## src/rtl/mdu_iter.sv

```systemverilog
// Purpose: radix-2 iterative multiply/divide unit with RV M-extension semantics and a 32-bit word mode.
// Latency: N+1 cycles from accept to out_valid (N = 32 in word mode, else XLEN); 1 cycle for divide-by-zero and overflow.
// Backpressure: result and out_valid hold in DONE until out_ready; in_ready only in IDLE, so operations never overlap.
module mdu_iter #(
    parameter int XLEN    = 64,
    parameter bit WORD_EN = 1'b1
) (
    input  logic            clk,
    input  logic            rst,
    input  logic            flush,
    input  logic            in_valid,
    output logic            in_ready,
    input  logic [2:0]      op,
    input  logic            word,
    input  logic [XLEN-1:0] op1,
    input  logic [XLEN-1:0] op2,
    output logic            out_valid,
    input  logic            out_ready,
    output logic [XLEN-1:0] result,
    output logic            busy
);

    localparam int CW = $clog2(XLEN + 1);
    localparam int W2 = 2 * XLEN;

    localparam logic [2:0] OP_MUL    = 3'd0;
    localparam logic [2:0] OP_MULH   = 3'd1;
    localparam logic [2:0] OP_MULHSU = 3'd2;
    localparam logic [2:0] OP_MULHU  = 3'd3;
    localparam logic [2:0] OP_DIV    = 3'd4;
    localparam logic [2:0] OP_DIVU   = 3'd5;
    localparam logic [2:0] OP_REM    = 3'd6;

    typedef enum logic [1:0] {IDLE, CALC, DONE} state_t;

    // Sign-extend from bit 31 when the op is a word variant.
    function automatic logic [XLEN-1:0] sext32(input logic [XLEN-1:0] v, input logic w);
        logic [XLEN-1:0] r;
        r = v;
        if (w) begin
            for (int i = 32; i < XLEN; i++) begin
                r[i] = v[31];
            end
        end
        return r;
    endfunction

    state_t          state_q, state_d;
    logic [CW-1:0]   cnt_q, cnt_d;
    logic [2:0]      op_q, op_d;
    logic            word_q, word_d;
    logic [W2-1:0]   a_q, a_d;       // multiplicand (shifts left) / dividend-then-quotient in low half
    logic [W2-1:0]   acc_q, acc_d;   // product accumulator / remainder in low half
    logic [XLEN-1:0] b_q, b_d;       // multiplier (shifts right) / divisor
    logic            negq_q, negq_d; // negate product or quotient at the end
    logic            negr_q, negr_d; // negate remainder at the end
    logic [XLEN-1:0] result_q, result_d;
    logic            in_ready_q, in_ready_d;
    logic            out_valid_q, out_valid_d;
    logic            busy_q, busy_d;

    // request decode
    logic            word_eff, sb1, sb2, sgn1, sgn2, neg1, neg2, div_zero, div_ovf;
    logic [2:0]      op_e;
    logic [XLEN-1:0] mask, min_neg, x1, x2, m1, m2, a_ld, fast_res;

    // iteration datapath
    logic [W2-1:0]   mul_acc, mul_full;
    logic [XLEN:0]   rem_sh, diff;
    logic            qbit, last;
    logic [XLEN-1:0] rem_nx, q_nx, fin_raw, fin_res;

    // Decode the incoming request into magnitudes, sign flags and the fast-path result.
    always_comb begin
        word_eff = word & WORD_EN;
        mask     = word_eff ? XLEN'(32'hFFFF_FFFF) : {XLEN{1'b1}};
        min_neg  = word_eff ? XLEN'(32'h8000_0000) : {1'b1, {(XLEN-1){1'b0}}};
        x1       = op1 & mask;
        x2       = op2 & mask;
        sb1      = word_eff ? op1[31] : op1[XLEN-1];
        sb2      = word_eff ? op2[31] : op2[XLEN-1];
        // Word-mode high multiplies collapse to MULW.
        op_e     = (word_eff && !op[2]) ? OP_MUL : op;
        sgn1     = (op_e == OP_MULH) || (op_e == OP_MULHSU) || (op_e == OP_DIV) || (op_e == OP_REM);
        sgn2     = (op_e == OP_MULH) || (op_e == OP_DIV) || (op_e == OP_REM);
        neg1     = sgn1 & sb1;
        neg2     = sgn2 & sb2;
        m1       = (neg1 ? -x1 : x1) & mask;
        m2       = (neg2 ? -x2 : x2) & mask;
        // Left-align a word dividend so the restoring loop always consumes from the top bit.
        a_ld     = (op_e[2] && word_eff) ? (m1 << (XLEN - 32)) : m1;
        div_zero = op_e[2] && (x2 == '0);
        div_ovf  = ((op_e == OP_DIV) || (op_e == OP_REM)) && (x1 == min_neg) && (x2 == mask);
        if (div_zero) begin
            fast_res = op_e[1] ? sext32(x1, word_eff) : {XLEN{1'b1}};
        end else begin
            fast_res = op_e[1] ? '0 : sext32(x1, word_eff);
        end
    end

    // One shift-add or restoring-subtract step, plus the signed result if this is the last step.
    always_comb begin
        mul_acc  = acc_q + (b_q[0] ? a_q : {W2{1'b0}});
        mul_full = negq_q ? -mul_acc : mul_acc;
        rem_sh   = {acc_q[XLEN-1:0], a_q[XLEN-1]};
        diff     = rem_sh - {1'b0, b_q};
        qbit     = ~diff[XLEN];
        rem_nx   = qbit ? diff[XLEN-1:0] : rem_sh[XLEN-1:0];
        q_nx     = {a_q[XLEN-2:0], qbit};
        case (op_q)
            OP_MUL:                      fin_raw = mul_full[XLEN-1:0];
            OP_MULH, OP_MULHSU, OP_MULHU: fin_raw = mul_full[W2-1:XLEN];
            OP_DIV, OP_DIVU:             fin_raw = negq_q ? -q_nx : q_nx;
            default:                     fin_raw = negr_q ? -rem_nx : rem_nx;
        endcase
        fin_res  = sext32(fin_raw, word_q);
        last     = (cnt_q == (word_q ? CW'(31) : CW'(XLEN - 1)));
    end

    // Next-state logic: accept, iterate, hold the result, and let flush override everything.
    always_comb begin
        state_d  = state_q;
        cnt_d    = cnt_q;
        op_d     = op_q;
        word_d   = word_q;
        a_d      = a_q;
        acc_d    = acc_q;
        b_d      = b_q;
        negq_d   = negq_q;
        negr_d   = negr_q;
        result_d = result_q;
        case (state_q)
            IDLE: begin
                if (in_valid && in_ready_q && !flush) begin
                    op_d   = op_e;
                    word_d = word_eff;
                    cnt_d  = '0;
                    a_d    = W2'(a_ld);
                    b_d    = m2;
                    acc_d  = '0;
                    negq_d = neg1 ^ neg2;
                    negr_d = neg1;
                    if (div_zero || div_ovf) begin
                        result_d = fast_res;
                        state_d  = DONE;
                    end else begin
                        state_d  = CALC;
                    end
                end
            end
            CALC: begin
                cnt_d = cnt_q + 1'b1;
                if (op_q[2]) begin
                    a_d   = {a_q[W2-1:XLEN], q_nx};
                    acc_d = {{XLEN{1'b0}}, rem_nx};
                end else begin
                    a_d   = a_q << 1;
                    b_d   = b_q >> 1;
                    acc_d = mul_acc;
                end
                if (last) begin
                    result_d = fin_res;
                    state_d  = DONE;
                end
            end
            DONE: begin
                if (out_ready) begin
                    state_d = IDLE;
                end
            end
            default: state_d = IDLE;
        endcase
        if (flush) begin
            state_d = IDLE;
        end
        in_ready_d  = (state_d == IDLE);
        out_valid_d = (state_d == DONE);
        busy_d      = (state_d != IDLE);
    end

    // State and datapath registers with synchronous reset.
    always_ff @(posedge clk) begin
        if (rst) begin
            state_q     <= IDLE;
            cnt_q       <= '0;
            op_q        <= '0;
            word_q      <= 1'b0;
            a_q         <= '0;
            acc_q       <= '0;
            b_q         <= '0;
            negq_q      <= 1'b0;
            negr_q      <= 1'b0;
            result_q    <= '0;
            in_ready_q  <= 1'b1;
            out_valid_q <= 1'b0;
            busy_q      <= 1'b0;
        end else begin
            state_q     <= state_d;
            cnt_q       <= cnt_d;
            op_q        <= op_d;
            word_q      <= word_d;
            a_q         <= a_d;
            acc_q       <= acc_d;
            b_q         <= b_d;
            negq_q      <= negq_d;
            negr_q      <= negr_d;
            result_q    <= result_d;
            in_ready_q  <= in_ready_d;
            out_valid_q <= out_valid_d;
            busy_q      <= busy_d;
        end
    end

    assign in_ready  = in_ready_q;
    assign out_valid = out_valid_q;
    assign busy      = busy_q;
    assign result    = result_q;

endmodule
```

## config.mk

```make
export PLATFORM = sky130hd
export DESIGN_NAME = mdu_iter
export DESIGN_NICKNAME = d
export VERILOG_FILES = /design/src/rtl/mdu_iter.sv
export SDC_FILE = /design/constraint.sdc
export NUM_CORES = 2
export LEC_CHECK = 0
export ABC_AREA = 1
export CAP_MARGIN = 15
export CELL_PAD_IN_SITES_DETAIL_PLACEMENT = 2
export CELL_PAD_IN_SITES_GLOBAL_PLACEMENT = 2
export CORE_ASPECT_RATIO = 1.75
export CORE_UTILIZATION = 34
export DETAILED_ROUTE_END_ITERATION = 8
export PLACE_DENSITY_LB_ADDON = 0.05
export SLEW_MARGIN = 20
export SYNTH_ARGS = -nofsm -noshare
export SYNTH_HDL_FRONTEND = slang
export SYNTH_SLANG_ARGS = --single-unit
```

## constraint.sdc

```tcl
create_clock -name clk -period 12.6 [get_ports clk]
set_input_delay 1.26 -clock clk [delete_from_list [all_inputs] [get_ports clk]]
set_output_delay 1.26 -clock clk [all_outputs]
set_load 0.02 [all_outputs]
```

==> summary.md, run 1 <==
| Metric | Value |
|---|---|
| Gr ovfl total | `1343` |
| Synth Instances | `roughly 11000` |
| Outcome | `aborted with a tool error` |
| FFs w/ async S/R, synth | `0%` |
| H-tree depth | `2` |
| Sequential-to-total area share from yosys stat | `roughly 15%` |
| Root Buffer | `clkbuf_16` |
| Die H | `528.2 um` |
| GP Congestion | `1.176` |
| Synth cell types | `65` |
| Fail Step | `global routing` |
| Ports | `204` |
| First-pass GRT wire length | `838.2 mm` |
| Tot GR Track Use | `70.76%` |
| Dpl hpwl | `~370 mm` |
| Synth Area per Inst | `5.091 um2` |
| Mapped cell area | `0.05380 mm2` |
| Syn nets | `10910` |
| Largest net degree at the start of global routing | `129` |
| Vias in the first global route | `roughly 97000` |
| Post-CTS Setup Repair Bufs | `0` |
| Placement Rows | `192` |
| Port Buffers | `203` |
| Post-synthesis register bit count | `roughly 400` |
| Die width | `302.7 um` |
| CTS Hold Buffers Added | `0` |
| Clock Sink Count | `402` |
| Synthesis warning total | `0` |
| Predominant post-synthesis flop cell | `dfxtp_1` |
| Synth area leader | `nand2_1` |
| CTS resizes | `0` |
| Error | `[ERROR GRT-0116] Global routing finished with congestion. Check the congestion regions in the DRC Viewer.` |
| Synth top area cells | `nand2_1 27%, dfxtp_1 15%, inv_1 12%, nor2_1 7.9%, a21oi_1 6.5%` |
| Starting Density | `34.35%` |
| Top cell type's share of synthesized area | `a little over a quarter` |
| Post-synth EDFFs | `0` |
| Clock Path Buffers | `3` |
| CTS Buf Count | `49` |
cells in the mapped netlist, drive strengths merged (2+ instances only):
master       count
clkinv          14
a41oi            4
ha             199
xnor2           35
o211ai          62
o21ai          527
o311ai           2
or2             18
a21oi          707
a21boi          11
nor3b            3
nor3           122
and3             5
fa               2
inv           1731
o31ai            9
o41ai            4
a21o             6
nor2          1171
o21bai          30
dfxtp          402
dlygate4sd1      6
nand4          112
a221oi          14
o221ai          14
a211oi           8
maj3            38
nand3          620
a31oi          127
o2111ai          2
clkbuf         263
buf             65
nand2         3984
a22oi           15
o22ai           13
xor2           111
nor4            39
nand3b          50
and2            12
o21a             5
stage by stage:
stage	area, um2	hold slack (ns)	cells	utilization (%)	worst slack, ns
2_1_floorplan	53800	0.4412	10570	-	7.558
3_3_place_gp	57570	0.4518	12540	36.76	4.530
3_5_place_dp	57580	0.4636	12540	36.76	4.229
4_1_cts	59210	0.4744	12630	37.81	4.183
routing by layer:
layer  track usage, %  GRT overflow
met5            18.43             5
met4            74.76           472
met3            50.09            19
met2            93.68           842
met1            67.26             5
kinds of logic after synthesis:
kind of cell	Yosys count	share of synthesized area [%]
AO/OA/AOI/OAI	1563	15.91
flip-flops	402	14.96
XOR/XNOR	146	2.377
AND/OR/NAND/NOR	6139	46.50
buffers and inverters	2079	14.84
adder cells (fa/ha/maj)	239	5.409
==> inputs of run 2 (changes only) <==
==> config.mk (replaced) <==
export PLATFORM = sky130hd
export DESIGN_NAME = mdu_iter
export DESIGN_NICKNAME = d
export VERILOG_FILES = /design/src/rtl/mdu_iter.sv
export SDC_FILE = /design/constraint.sdc
export NUM_CORES = 2
export LEC_CHECK = 0
export ABC_AREA = 1
export CAP_MARGIN = 15
export CORE_UTILIZATION = 29
export DETAILED_ROUTE_END_ITERATION = 8
export PLACE_DENSITY_LB_ADDON = 0.15
export SLEW_MARGIN = 20
export SYNTH_ARGS = -nofsm -noshare
export SYNTH_HDL_FRONTEND = slang
export SYNTH_SLANG_ARGS = --single-unit
==> summary.md, run 2 <==
| Metric | Value |
|---|---|
| Iteration-0 DRC Markers | `10580` |
| Dpl cells | `12970 (was 12540)` |
| Xor/xnor share of the synthesized area | `2.377% (unchanged)` |
| First-pass GRT wire length | `just under 500 mm` |
| RSZ-0062 raised after global routing | `no` |
| Post-CTS Setup Repair Bufs | `0 (unchanged)` |
| Pre-Repair DR Iteration Count | `6` |
| Total of max-cap violations | `0` |
| Largest net degree at the start of global routing | `127` |
| Synthesis warning total | `0 (unchanged)` |
| Ports | `204 (unchanged)` |
| Req. time, crit path | `between 10 and 15 ns` |
| Cell Count, Final, Fillers Out | `13080` |
| Register area | `0.008056 mm2` |
| GP Congestion | `1.102 (was 1.176)` |
| Gr ovfl total | `0` |
| Port Buffers | `203 (unchanged)` |
| Fillers | `21510` |
| Syn nets | `10910 (unchanged)` |
| Leakage | `31.89 nW` |
| Design Area, Final | `0.06011 mm2` |
| Worst endpoint data arrival time | `approximately 7.8 ns` |
| Multiplexer share of the synthesized area | `0% (unchanged)` |
| Sequential-to-total area share from yosys stat | `14.96% (unchanged)` |
| HP Class | `reg -> reg` |
| Max FO, Critical Path | `39` |
| Clk_lat worst skew | `between 0.7 and 0.8 ns` |
| Clock Sink Count | `402 (unchanged)` |
| Post-Place Worst Slack | `5.543 ns (was 4.229 ns)` |
| Residual DRC | `0` |
| DIE AREA | `0.1873 mm2` |
| Max Clk Rate | `137.8 MHz` |
| Vias in the first global route | `62790` |
| CP Launch Type | `flop` |
| Min Tclk post-route | `around 7.3 ns` |
| Slew HR | `15.73%` |
| CORE AREA | `0.1837 mm2` |
| Post-synth EDFFs | `0 (unchanged)` |
| P&R area growth vs syn | `11.71%` |
| Final Routed Wirelength | `365.9 mm` |
| FFs w/ async S/R, synth | `0% (unchanged)` |
| Vias | `71030` |
| Clock Path Buffers | `3 (unchanged)` |
| TritonCTS clock tree | `done` |
| Synth area leader | `nand2_1 (unchanged)` |
| Final period utilization | `57.60%` |
| Critical path class | `reg -> reg` |
| Synth cell types | `65 (unchanged)` |
| Initial antenna violation count | `30` |
| Predominant post-synthesis flop cell | `dfxtp_1 (unchanged)` |
| Post-synthesis adder-cell area fraction | `5.409% (unchanged)` |
| Post-synth top cells | `3929 x nand2_1, 1712 x inv_1, 1137 x nor2_1, 703 x a21oi_1, 610 x nand3_1 (unchanged)` |
| Final nets | `roughly 11000` |
| Outcome | `finished, final reports clean (was aborted with a tool error)` |
| Final setup TNS | `0 ns` |
| Worst-Margin Slew | `1.258 ns` |
| Commonest cells after routing, fill and taps aside | `3926 x nand2_1, 1710 x inv_1, 1130 x nor2_1, 702 x a21oi_1, 610 x nand3_1` |
| Placement Rows | `157 (was 192)` |
| CTS Buf Count | `55 (was 49)` |
| Commonest non-fill, non-tap cell in the layout | `nand2_1` |
| Area after DPL | `0.05811 mm2 (was 0.05758 mm2)` |
| Final Hold Fails | `0` |
| Post-synthesis compound-gate area fraction | `15.91% (unchanged)` |
| Regs by FF count | `a_q x128, acc_q x128` |
| Layout cells sized above 1 | `3.140%` |
| Worst vdd ir | `0.1105 mV` |
| Tot GR Track Use | `37.68%` |
| Starting Density | `29.29% (was 34.35%)` |
| Dpl hpwl | `312.2 mm (was 368.9 mm)` |
| H-tree depth | `2 (unchanged)` |
| CTS resizes | `0 (unchanged)` |
| Top cell type's share of synthesized area | `27.41% (unchanged)` |
| Setup ws final | `~5.3 ns` |
| Crit end category | `flop` |
| Synth Area per Inst | `5.091 um2 (unchanged)` |
| Wire per inst | `27.98 um` |
| Synth top area cells | `nand2_1 27%, dfxtp_1 15%, inv_1 12%, nor2_1 7.9%, a21oi_1 6.5% (unchanged)` |
| Mapped cell area | `0.05380 mm2 (unchanged)` |
| Post-synthesis register bit count | `402 (unchanged)` |
| Die H | `432.7 um (was 528.2 um)` |
| CTS Hold Buffers Added | `0 (unchanged)` |
| Cell with the most instances after synthesis | `nand2_1 (unchanged)` |
| Final count of negative-setup-slack endpoints | `0` |
| Power per cell area | `approximately 80 mW/mm2` |
| DR vias/cell | `about 5.4` |
| Post-synthesis simple-gate area fraction | `46.50% (unchanged)` |
| Clock-pin transition on the worst setup and hold timing paths | `0.09 ns` |
| Largest family of logic cells by synthesized area | `simple AND/OR/NAND/NOR gates (unchanged)` |
| Fin. max-slew vios | `0` |
| Worst Skew | `around 0.059 ns` |
| Detail Route Antenna Nets | `0` |
| Synth Instances | `10570 (unchanged)` |
| Die width | `432.7 um (was 302.7 um)` |
| Multi-input gate area | `0.03785 mm2` |
| Root Buffer | `clkbuf_16 (unchanged)` |
-- run 2: cell counts after synthesis --
Identical to the previous run, type by type.
-- run 2: power breakdown --
group	total, mW	internal [mW]	switching, mW
clock	1.79	1.03	0.755
combinational	1.76	0.436	1.32
sequential	1.39	1.31	0.0837
total	4.93	2.77	2.16
-- run 2: area by class of cell --
class / count / area share, %
Antenna cell: 10 / 0.04163
Clock buffer: 73 / 2.554
Clock inverter: 28 / 0.7244
Inverter: 1745 / 10.90
Multi-Input combinational cell: 8087 / 62.97
Sequential cell: 402 / 13.40
Tap cell: 2464 / 5.129
Timing Repair Buffer: 271 / 4.276
-- run 2: cell families after synthesis --
group | Yosys count
buf+inv | 2079
simple gates | 6139
xor+xnor | 146
compound gates | 1563
flops | 402
fa+ha+maj | 239
-- run 2: worst paths after layout --
kind	start	end	slack (ns)	cells past startpoint
max reg2reg	b_q[0]$_SDFFE_PP0P_	result[17]$_SDFFE_PP0P_	5.34	27
min	a_q[99]$_SDFFE_PP0P_	a_q[100]$_SDFFE_PP0P_	0.44	2
min reg2reg	a_q[99]$_SDFFE_PP0P_	a_q[100]$_SDFFE_PP0P_	0.44	2
max	b_q[0]$_SDFFE_PP0P_	result[17]$_SDFFE_PP0P_	5.34	27
-- run 2: stage by stage --
stage / hold WS, ns / utilization (%) / power [mW]
after floorplan: 0.4412 / - / 2.370
after detailed placement: 0.4551 / 31.64 / 3.081
after CTS: 0.4559 / 32.71 / 4.864
after global routing: 0.4772 / 32.71 / 5.095
after global placement: 0.4528 / 31.63 / 3.087
final: 0.4369 / 32.72 / 4.932
-- run 2: worst max-delay path, stage by stage, from the launching register on --
cell and delay, ns:
dfxtp_4 0.65, buf_4 0.51, nand2_1 0.13, inv_1 0.12
ha_1 0.31, nand2_1 0.16, nor2_1 0.07, inv_1 0.14
nor2_1 0.10, nand2_1 0.19, clkinv_1 0.18, nand3_1 0.19
nand3_1 0.39, nand2_1 0.16, nand2_1 0.27, nor2_1 0.29
nand2_1 0.10, nor2_1 0.36, nand3_1 0.26, nor2_1 0.32
nand3_1 0.19, nand2_1 0.29, nand2_1 0.17, xor2_1 0.17
nand2_1 0.25, nand3_1 0.16, o21ai_1 0.75, a21oi_1 0.14
-- run 2: per-layer routing --
| metal | up-vias | track usage (%) | routed length [um] |
|---|---|---|---|
| li1 | 33170 | - | - |
| met4 | 12 | 11.75 | 13070 |
| met3 | 424 | 9.993 | 43110 |
| met1 | 33450 | 57.72 | 175200 |
| met5 | - | 0 | 75 |
| met2 | 3970 | 49.24 | 134400 |
Note: power is estimated with default switching activity, not from simulation.
